==> src/rtl/shift_seq_ctrl_pkg.sv <==
// Shared encodings for the shift sequencer: register mode codes and controller states.
package shift_seq_ctrl_pkg;

    typedef enum logic [1:0] {
        MODE_STORE = 2'b00,
        MODE_LOAD  = 2'b01,
        MODE_SHL   = 2'b10,
        MODE_SHR   = 2'b11
    } mode_e;

    typedef enum logic [1:0] {
        ST_IDLE  = 2'b00,
        ST_LOAD  = 2'b01,
        ST_SHIFT = 2'b10,
        ST_DONE  = 2'b11
    } state_e;

    // Shift mode for a latched direction bit: 0 moves towards MSB, 1 towards LSB.
    function automatic mode_e shift_mode(input logic dir);
        shift_mode = dir ? MODE_SHR : MODE_SHL;
    endfunction

endpackage

==> src/rtl/shift_seq_ctrl_if.sv <==
// Command and result handshakes of the shift sequencer, plus abort and busy status.
interface shift_seq_ctrl_if #(
    parameter int WIDTH = 8,
    parameter int AMT_W = 4
);
    logic             cmd_valid;
    logic             cmd_ready;
    logic             cmd_dir;
    logic [AMT_W-1:0] cmd_amount;
    logic [WIDTH-1:0] cmd_data;
    logic             abort;
    logic             res_valid;
    logic             res_ready;
    logic [WIDTH-1:0] res_data;
    logic             busy;

    modport master (
        output cmd_valid, cmd_dir, cmd_amount, cmd_data, abort, res_ready,
        input  cmd_ready, res_valid, res_data, busy
    );

    modport slave (
        input  cmd_valid, cmd_dir, cmd_amount, cmd_data, abort, res_ready,
        output cmd_ready, res_valid, res_data, busy
    );
endinterface

==> src/rtl/shift_seq_ctrl_shift_reg.sv <==
// Parameterised shift register: hold, parallel load, or one-bit zero-filling shift per cycle.
module param_shift_reg
    import shift_seq_ctrl_pkg::*;
#(
    parameter int WIDTH = 8
) (
    input  logic             clk,
    input  logic             rst_n,
    input  mode_e            mode,
    input  logic [WIDTH-1:0] data_in,
    output logic [WIDTH-1:0] q
);
    logic [WIDTH-1:0] q_r;

    // Register update selected by mode.
    always_ff @(posedge clk or negedge rst_n) begin
        if (!rst_n) begin
            q_r <= {WIDTH{1'b0}};
        end else begin
            case (mode)
                MODE_STORE: q_r <= q_r;
                MODE_LOAD:  q_r <= data_in;
                MODE_SHL:   q_r <= {q_r[WIDTH-2:0], 1'b0};
                MODE_SHR:   q_r <= {1'b0, q_r[WIDTH-1:1]};
                default:    q_r <= q_r;
            endcase
        end
    end

    assign q = q_r;
endmodule

==> src/rtl/shift_seq_ctrl.sv <==
// Command sequencer around param_shift_reg: load a word, shift it a commanded number
// of times, then hold it on a result handshake until consumed or aborted.
module shift_seq_ctrl
    import shift_seq_ctrl_pkg::*;
#(
    parameter int WIDTH = 8,
    parameter int AMT_W = 4
) (
    input  logic            clk,
    input  logic            rst_n,
    shift_seq_ctrl_if.slave bus
);
    state_e           state_r;
    state_e           state_next_s;
    mode_e            mode_s;
    logic             accept_s;
    logic [AMT_W-1:0] cnt_r;
    logic             dir_r;
    logic [WIDTH-1:0] data_r;
    logic             cmd_ready_r;
    logic             res_valid_r;
    logic             busy_r;

    // Next state and register mode; abort forces store so contents stay as they are.
    always_comb begin
        state_next_s = state_r;
        mode_s       = MODE_STORE;
        accept_s     = 1'b0;
        case (state_r)
            ST_IDLE: begin
                if (cmd_ready_r && bus.cmd_valid) begin
                    accept_s     = 1'b1;
                    state_next_s = ST_LOAD;
                end else begin
                    state_next_s = ST_IDLE;
                end
            end
            ST_LOAD: begin
                if (bus.abort) begin
                    state_next_s = ST_IDLE;
                end else begin
                    mode_s       = MODE_LOAD;
                    state_next_s = (cnt_r != {AMT_W{1'b0}}) ? ST_SHIFT : ST_DONE;
                end
            end
            ST_SHIFT: begin
                if (bus.abort) begin
                    state_next_s = ST_IDLE;
                end else begin
                    mode_s = shift_mode(dir_r);
                    if (cnt_r == AMT_W'(1)) begin
                        state_next_s = ST_DONE;
                    end else begin
                        state_next_s = ST_SHIFT;
                    end
                end
            end
            ST_DONE: begin
                if (bus.abort || bus.res_ready) begin
                    state_next_s = ST_IDLE;
                end else begin
                    state_next_s = ST_DONE;
                end
            end
            default: begin
                state_next_s = ST_IDLE;
            end
        endcase
    end

    // State register with status outputs registered from the next state.
    always_ff @(posedge clk or negedge rst_n) begin
        if (!rst_n) begin
            state_r     <= ST_IDLE;
            cmd_ready_r <= 1'b1;
            res_valid_r <= 1'b0;
            busy_r      <= 1'b0;
        end else begin
            state_r     <= state_next_s;
            cmd_ready_r <= (state_next_s == ST_IDLE);
            res_valid_r <= (state_next_s == ST_DONE);
            busy_r      <= (state_next_s != ST_IDLE);
        end
    end

    // Command latches and shift down-counter; the counter only decrements while nonzero.
    always_ff @(posedge clk or negedge rst_n) begin
        if (!rst_n) begin
            cnt_r  <= {AMT_W{1'b0}};
            dir_r  <= 1'b0;
            data_r <= {WIDTH{1'b0}};
        end else if (accept_s) begin
            cnt_r  <= bus.cmd_amount;
            dir_r  <= bus.cmd_dir;
            data_r <= bus.cmd_data;
        end else if ((state_r == ST_SHIFT) && !bus.abort && (cnt_r != {AMT_W{1'b0}})) begin
            cnt_r  <= cnt_r - AMT_W'(1);
            dir_r  <= dir_r;
            data_r <= data_r;
        end else begin
            cnt_r  <= cnt_r;
            dir_r  <= dir_r;
            data_r <= data_r;
        end
    end

    param_shift_reg #(
        .WIDTH (WIDTH)
    ) u_shift_reg (
        .clk     (clk),
        .rst_n   (rst_n),
        .mode    (mode_s),
        .data_in (data_r),
        .q       (bus.res_data)
    );

    assign bus.cmd_ready = cmd_ready_r;
    assign bus.res_valid = res_valid_r;
    assign bus.busy      = busy_r;
endmodule
==> src/flat_wrapper.sv <==
// flat-port wrapper written by rule: the top's interface ports become plain ports
module shift_seq_ctrl_flat import shift_seq_ctrl_pkg::*;
#(
    parameter int WIDTH = 8,
    parameter int AMT_W = 4
)
  (clk, rst_n, bus_cmd_valid, bus_cmd_dir, bus_cmd_amount, bus_cmd_data, bus_abort, bus_res_ready, bus_cmd_ready, bus_res_valid, bus_res_data, bus_busy);
  shift_seq_ctrl_if #(.WIDTH(WIDTH), .AMT_W(AMT_W)) bus_i ();
  input  logic clk;
  input  logic rst_n;
  input wire logic [$bits(bus_i.cmd_valid)-1:0] bus_cmd_valid;
  input wire logic [$bits(bus_i.cmd_dir)-1:0] bus_cmd_dir;
  input wire logic [$bits(bus_i.cmd_amount)-1:0] bus_cmd_amount;
  input wire logic [$bits(bus_i.cmd_data)-1:0] bus_cmd_data;
  input wire logic [$bits(bus_i.abort)-1:0] bus_abort;
  input wire logic [$bits(bus_i.res_ready)-1:0] bus_res_ready;
  output wire logic [$bits(bus_i.cmd_ready)-1:0] bus_cmd_ready;
  output wire logic [$bits(bus_i.res_valid)-1:0] bus_res_valid;
  output wire logic [$bits(bus_i.res_data)-1:0] bus_res_data;
  output wire logic [$bits(bus_i.busy)-1:0] bus_busy;
  assign bus_i.cmd_valid = bus_cmd_valid;
  assign bus_i.cmd_dir = bus_cmd_dir;
  assign bus_i.cmd_amount = bus_cmd_amount;
  assign bus_i.cmd_data = bus_cmd_data;
  assign bus_i.abort = bus_abort;
  assign bus_i.res_ready = bus_res_ready;
  assign bus_cmd_ready = bus_i.cmd_ready;
  assign bus_res_valid = bus_i.res_valid;
  assign bus_res_data = bus_i.res_data;
  assign bus_busy = bus_i.busy;
  shift_seq_ctrl #(.WIDTH(WIDTH), .AMT_W(AMT_W)) u_core (.clk(clk), .rst_n(rst_n), .bus(bus_i));
endmodule
==> config.mk <==
export PLATFORM = sky130hd
export DESIGN_NAME = shift_seq_ctrl_flat
export DESIGN_NICKNAME = d
export VERILOG_FILES = /design/src/rtl/shift_seq_ctrl_pkg.sv /design/src/rtl/shift_seq_ctrl_if.sv /design/src/rtl/shift_seq_ctrl_shift_reg.sv /design/src/rtl/shift_seq_ctrl.sv /design/src/flat_wrapper.sv
export SDC_FILE = /design/constraint.sdc
export NUM_CORES = 1
export LEC_CHECK = 0
export ABC_AREA = 1
export CAP_MARGIN = 20
export CORE_MARGIN = 3
export CORE_UTILIZATION = 46
export DETAILED_ROUTE_END_ITERATION = 10
export PLACE_DENSITY_LB_ADDON = 0.3
export SETUP_SLACK_MARGIN = 0.2
export SLEW_MARGIN = 20
export SYNTH_ARGS = -nofsm -noshare
export SYNTH_HDL_FRONTEND = slang
export SYNTH_SLANG_ARGS = --single-unit
==> constraint.sdc <==
create_clock -name clk -period 1.5 [get_ports clk]
set_clock_uncertainty 0.15 [all_clocks]
set_input_delay 0.375 -clock clk [delete_from_list [all_inputs] [get_ports clk]]
set_output_delay 0.375 -clock clk [all_outputs]
set_load 0.01 [all_outputs]
==> results.yml <==
run_status:
  status: "finished with violations"
  violations: "negative setup slack"
grt:
  grt_start_max_net_pins: 27
  overflow: 0
  grtUsageMet2_pct: 39.5
  grt_util_met1_pct: 29.3
  busiest_layer: "met2"
  use_met3_pct: 4.68
  grt_pass1_wl_um: 7290
  grt.total_usage_pct: 23.1
  antenna_found_initial: 0
  first_global_vias: 1525
clock_network:
  cts_buffers: 3
  clock_latency_ps: 330
  cts_max_level: 1
  cts_buffer_depth: 2
  root_buffer: "clkbuf_4"
  cts.sinks: 26
  cts_tree: "yes"
  hold_buffers: 0
  clkTransAtPathRegs_ps: 150
yosys:
  synthCells: 182
  synthArstFlopShare_pct: 100
  yosys.area.top_type: "dfrtp_1"
  synth-seq-area-share_pct: 45.0
  synth_nets: 208
  synth_top_family_by_area: "simple AND/OR/NAND/NOR gates"
  synth_area_leaders: "dfrtp_1 (43%), nand2_1 (10%), nand3_1 (9.3%)"
  syn_area_sq_um: 1450
  synth_top_area_share_pct: 43.1
  synthDistinctLibCells: 23
  synth_edf_count: 0
  synth_xor_xnor_area_share_pct: 0
  yosys_warnings: 0
  synth_commonest_cells: "nand2_1 (40), nand3_1 (27), dfrtp_1 (25)"
  synthMuxAreaShare_pct: 0
  ys.flop_type: "dfrtp_1"
  ys_seq_elements: 26
  avgSynthCellArea_sq_um: 7.97
  synth_compound_area_share_pct: 6.90
  synth-simple-area-share_pct: 33.1
  synthAdderAreaFrac_pct: 6.90
  synth.most_common_cell: "nand2_1"
finish:
  post_route_cells_drive_above_1_share_pct: 47.8
  multiInputGateArea_sq_um: 968
  syn_to_final_growth_pct: 68.3
  antennaDiodeCount: 0
  seq_area_sq_um: 653
  final_area_sq_um: 2440
  nets: 274
  fin_cells: 289
  fillCellCount: 141
critical_path:
  critPathMaxFanout: 8
  cpLargestDelayFamily: "simple AND/OR/NAND/NOR gates"
  end_kind: "flop"
  max_stage_delay_ps: 420
  path_class: "flop to flop"
  worstPathArrival_ps: 1800
  slowest_stage: "dfrtp_1"
  crit_buf_inv: 3
  path_cells: "buf_4 > ha_4 > nand2_8 > nand2_4 > nand2_8 > inv_8 > or2_0 > nand2_1 > inv_1"
  r2r_slack_ps: -210
  reg2reg_from: "u_core.state_r[1]"
  reg2reg_depth: 9
  cpMostUsedCell: "nand2_8"
  required_ps: 1590
  crit_path_start: "u_core.state_r[1]"
  start_kind: "flop"
  reg2reg_to: "u_core.u_shift_reg.q[6]"
die:
  row_count: 19
  die_w_um: 62.1
  dieArea_sq_um: 3860
  fp.coreArea_sq_um: 2880
  fp.dieH_um: 62.1
  start_util_pct: 50.4
  pin_count: 29
sta:
  hold_violations: 0
  min_period_ps: 1710
  fin_tns_setup_ps: -1190
  fin_ws_ps: -207
  post-route-period-util_pct: 114
  rsz0062_at_grt: "true"
  slew_headroom_pct: 80.2
  worst_pin_slew_ps: 296
  finalSetupViolCount: 13
  maxSlewViolCount: 0
  fmax_ghz: 0.586
power_and_ir_drop:
  leakage_uw: 0.00114
  p_comb_share_pct: 64.1
  power.net_switching_uw: 2120
  power_density_nw_per_um2: 2010
  intPower_uw: 2800
  pwr-share-seq_pct: 25.9
  switching_share_pct: 43.1
  ir_worst_vdd_mv: 1.19
  pwr-share-clk_pct: 10.0
placement:
  post_dp_cell_area_sq_um: 1920
  numPortBuffers: 28
  gp_congestion: 0.799
  dpl.cell_count: 264
  hpwlAfterDp_um: 2550
drt:
  drtIter0Drc: 139
  vias: 1583
  wl_per_cell_um: 17.5
  antenna_left: 0
  firstDrtPassIters: 7
  wirelength_um: 5050
  avgViaCountPerCell: 5.48
  drc: 0
worst_hold_path:
  hp-class: "input pin to async pin"
job:
  cap_violations: 0
[layout make-up]
class | count | share of cell area [%]
Multi-Input combinational cell | 128 | 39.7
Clock buffer | 3 | 0.923
Timing Repair Buffer | 64 | 24.6
Tap cell | 42 | 2.15
Clock inverter | 1 | 1.23
Inverter | 25 | 4.66
Sequential cell | 26 | 26.8
[stage by stage]
stage / power, uW / util [%] / setup slack [ps] / hold WS (ps)
final: 4920 / 84.9 / -207 / 221
after global placement: 3240 / 66.8 / -330 / 327
after CTS: 4190 / 76.4 / -114 / 233
after global routing: 5210 / 84.9 / -213 / 203
after floorplan: 2430 / - / 36.6 / -70.6
after detailed placement: 3350 / 66.8 / -381 / 328
[worst max path at each step]
stage / end / slack [ps] / cells past startpoint
6_report: u_core.u_shift_reg.q[6] / -210 / 9
4_1_cts: u_core.u_shift_reg.q[6] / -110 / 9
3_5_place_dp: u_core.u_shift_reg.q[6] / -380 / 9
2_1_floorplan: u_core.u_shift_reg.q[1] / 40 / 9
5_1_grt: u_core.u_shift_reg.q[2] / -210 / 9
3_3_place_gp: u_core.u_shift_reg.q[4] / -330 / 9
[placed cells by master, fill, tap and decap left out, drive strengths merged]
cell / n
a31oi: 1
ha: 8
clkdlybuf4s50: 17
o21ai: 11
buf: 47
bufinv: 1
nand3: 28
nand2: 45
nand3b: 1
nand4: 1
dfstp: 1
dfrtp: 25
clkbuf: 3
nor2: 18
inv: 25
or2: 8
a21oi: 7
[what timing repair did]
item | CTS | global route
cloned | 1 | 0
endpoints found under the hold margin | 0 | 0
buffers inserted | 9 | 11
pin swaps | 12 | 17
setup endpoints to repair | 36 | 37
resized for setup | 96 | 35
[power by group through the flow]
stage          clock (uW)  combinational, uW  sequential (uW)
5_1_grt               528               3380             1300
4_1_cts               491               2460             1240
3_3_place_gp            0               2000             1240
6_report              493               3150             1270
2_1_floorplan           0               1110             1320
3_5_place_dp            0               2090             1250
[layer usage]
layer,wire [um],vias to the layer above
li1,-,709
met1,1970,743
met2,2570,101
met3,322,30
met4,180,0
met5,0,-
[state kept, by name (all words and copies together), names as in the netlist]
signal                flops
u_core.state_r            2
u_core.dir_r              1
u_core.bus.res_valid      1
u_core.bus.busy           1
u_core.data_r             8
u_core.cnt_r              4
u_core.u_shift_reg.q      8
u_core.bus.cmd_ready      1
[logic make-up after synthesis]
group / Yosys count
AO/OA/AOI/OAI: 19
buffers and inverters: 28
adder cells (fa/ha/maj): 8
AND/OR/NAND/NOR: 101
flip-flops: 26
Note: power is estimated with default switching activity, not from simulation.
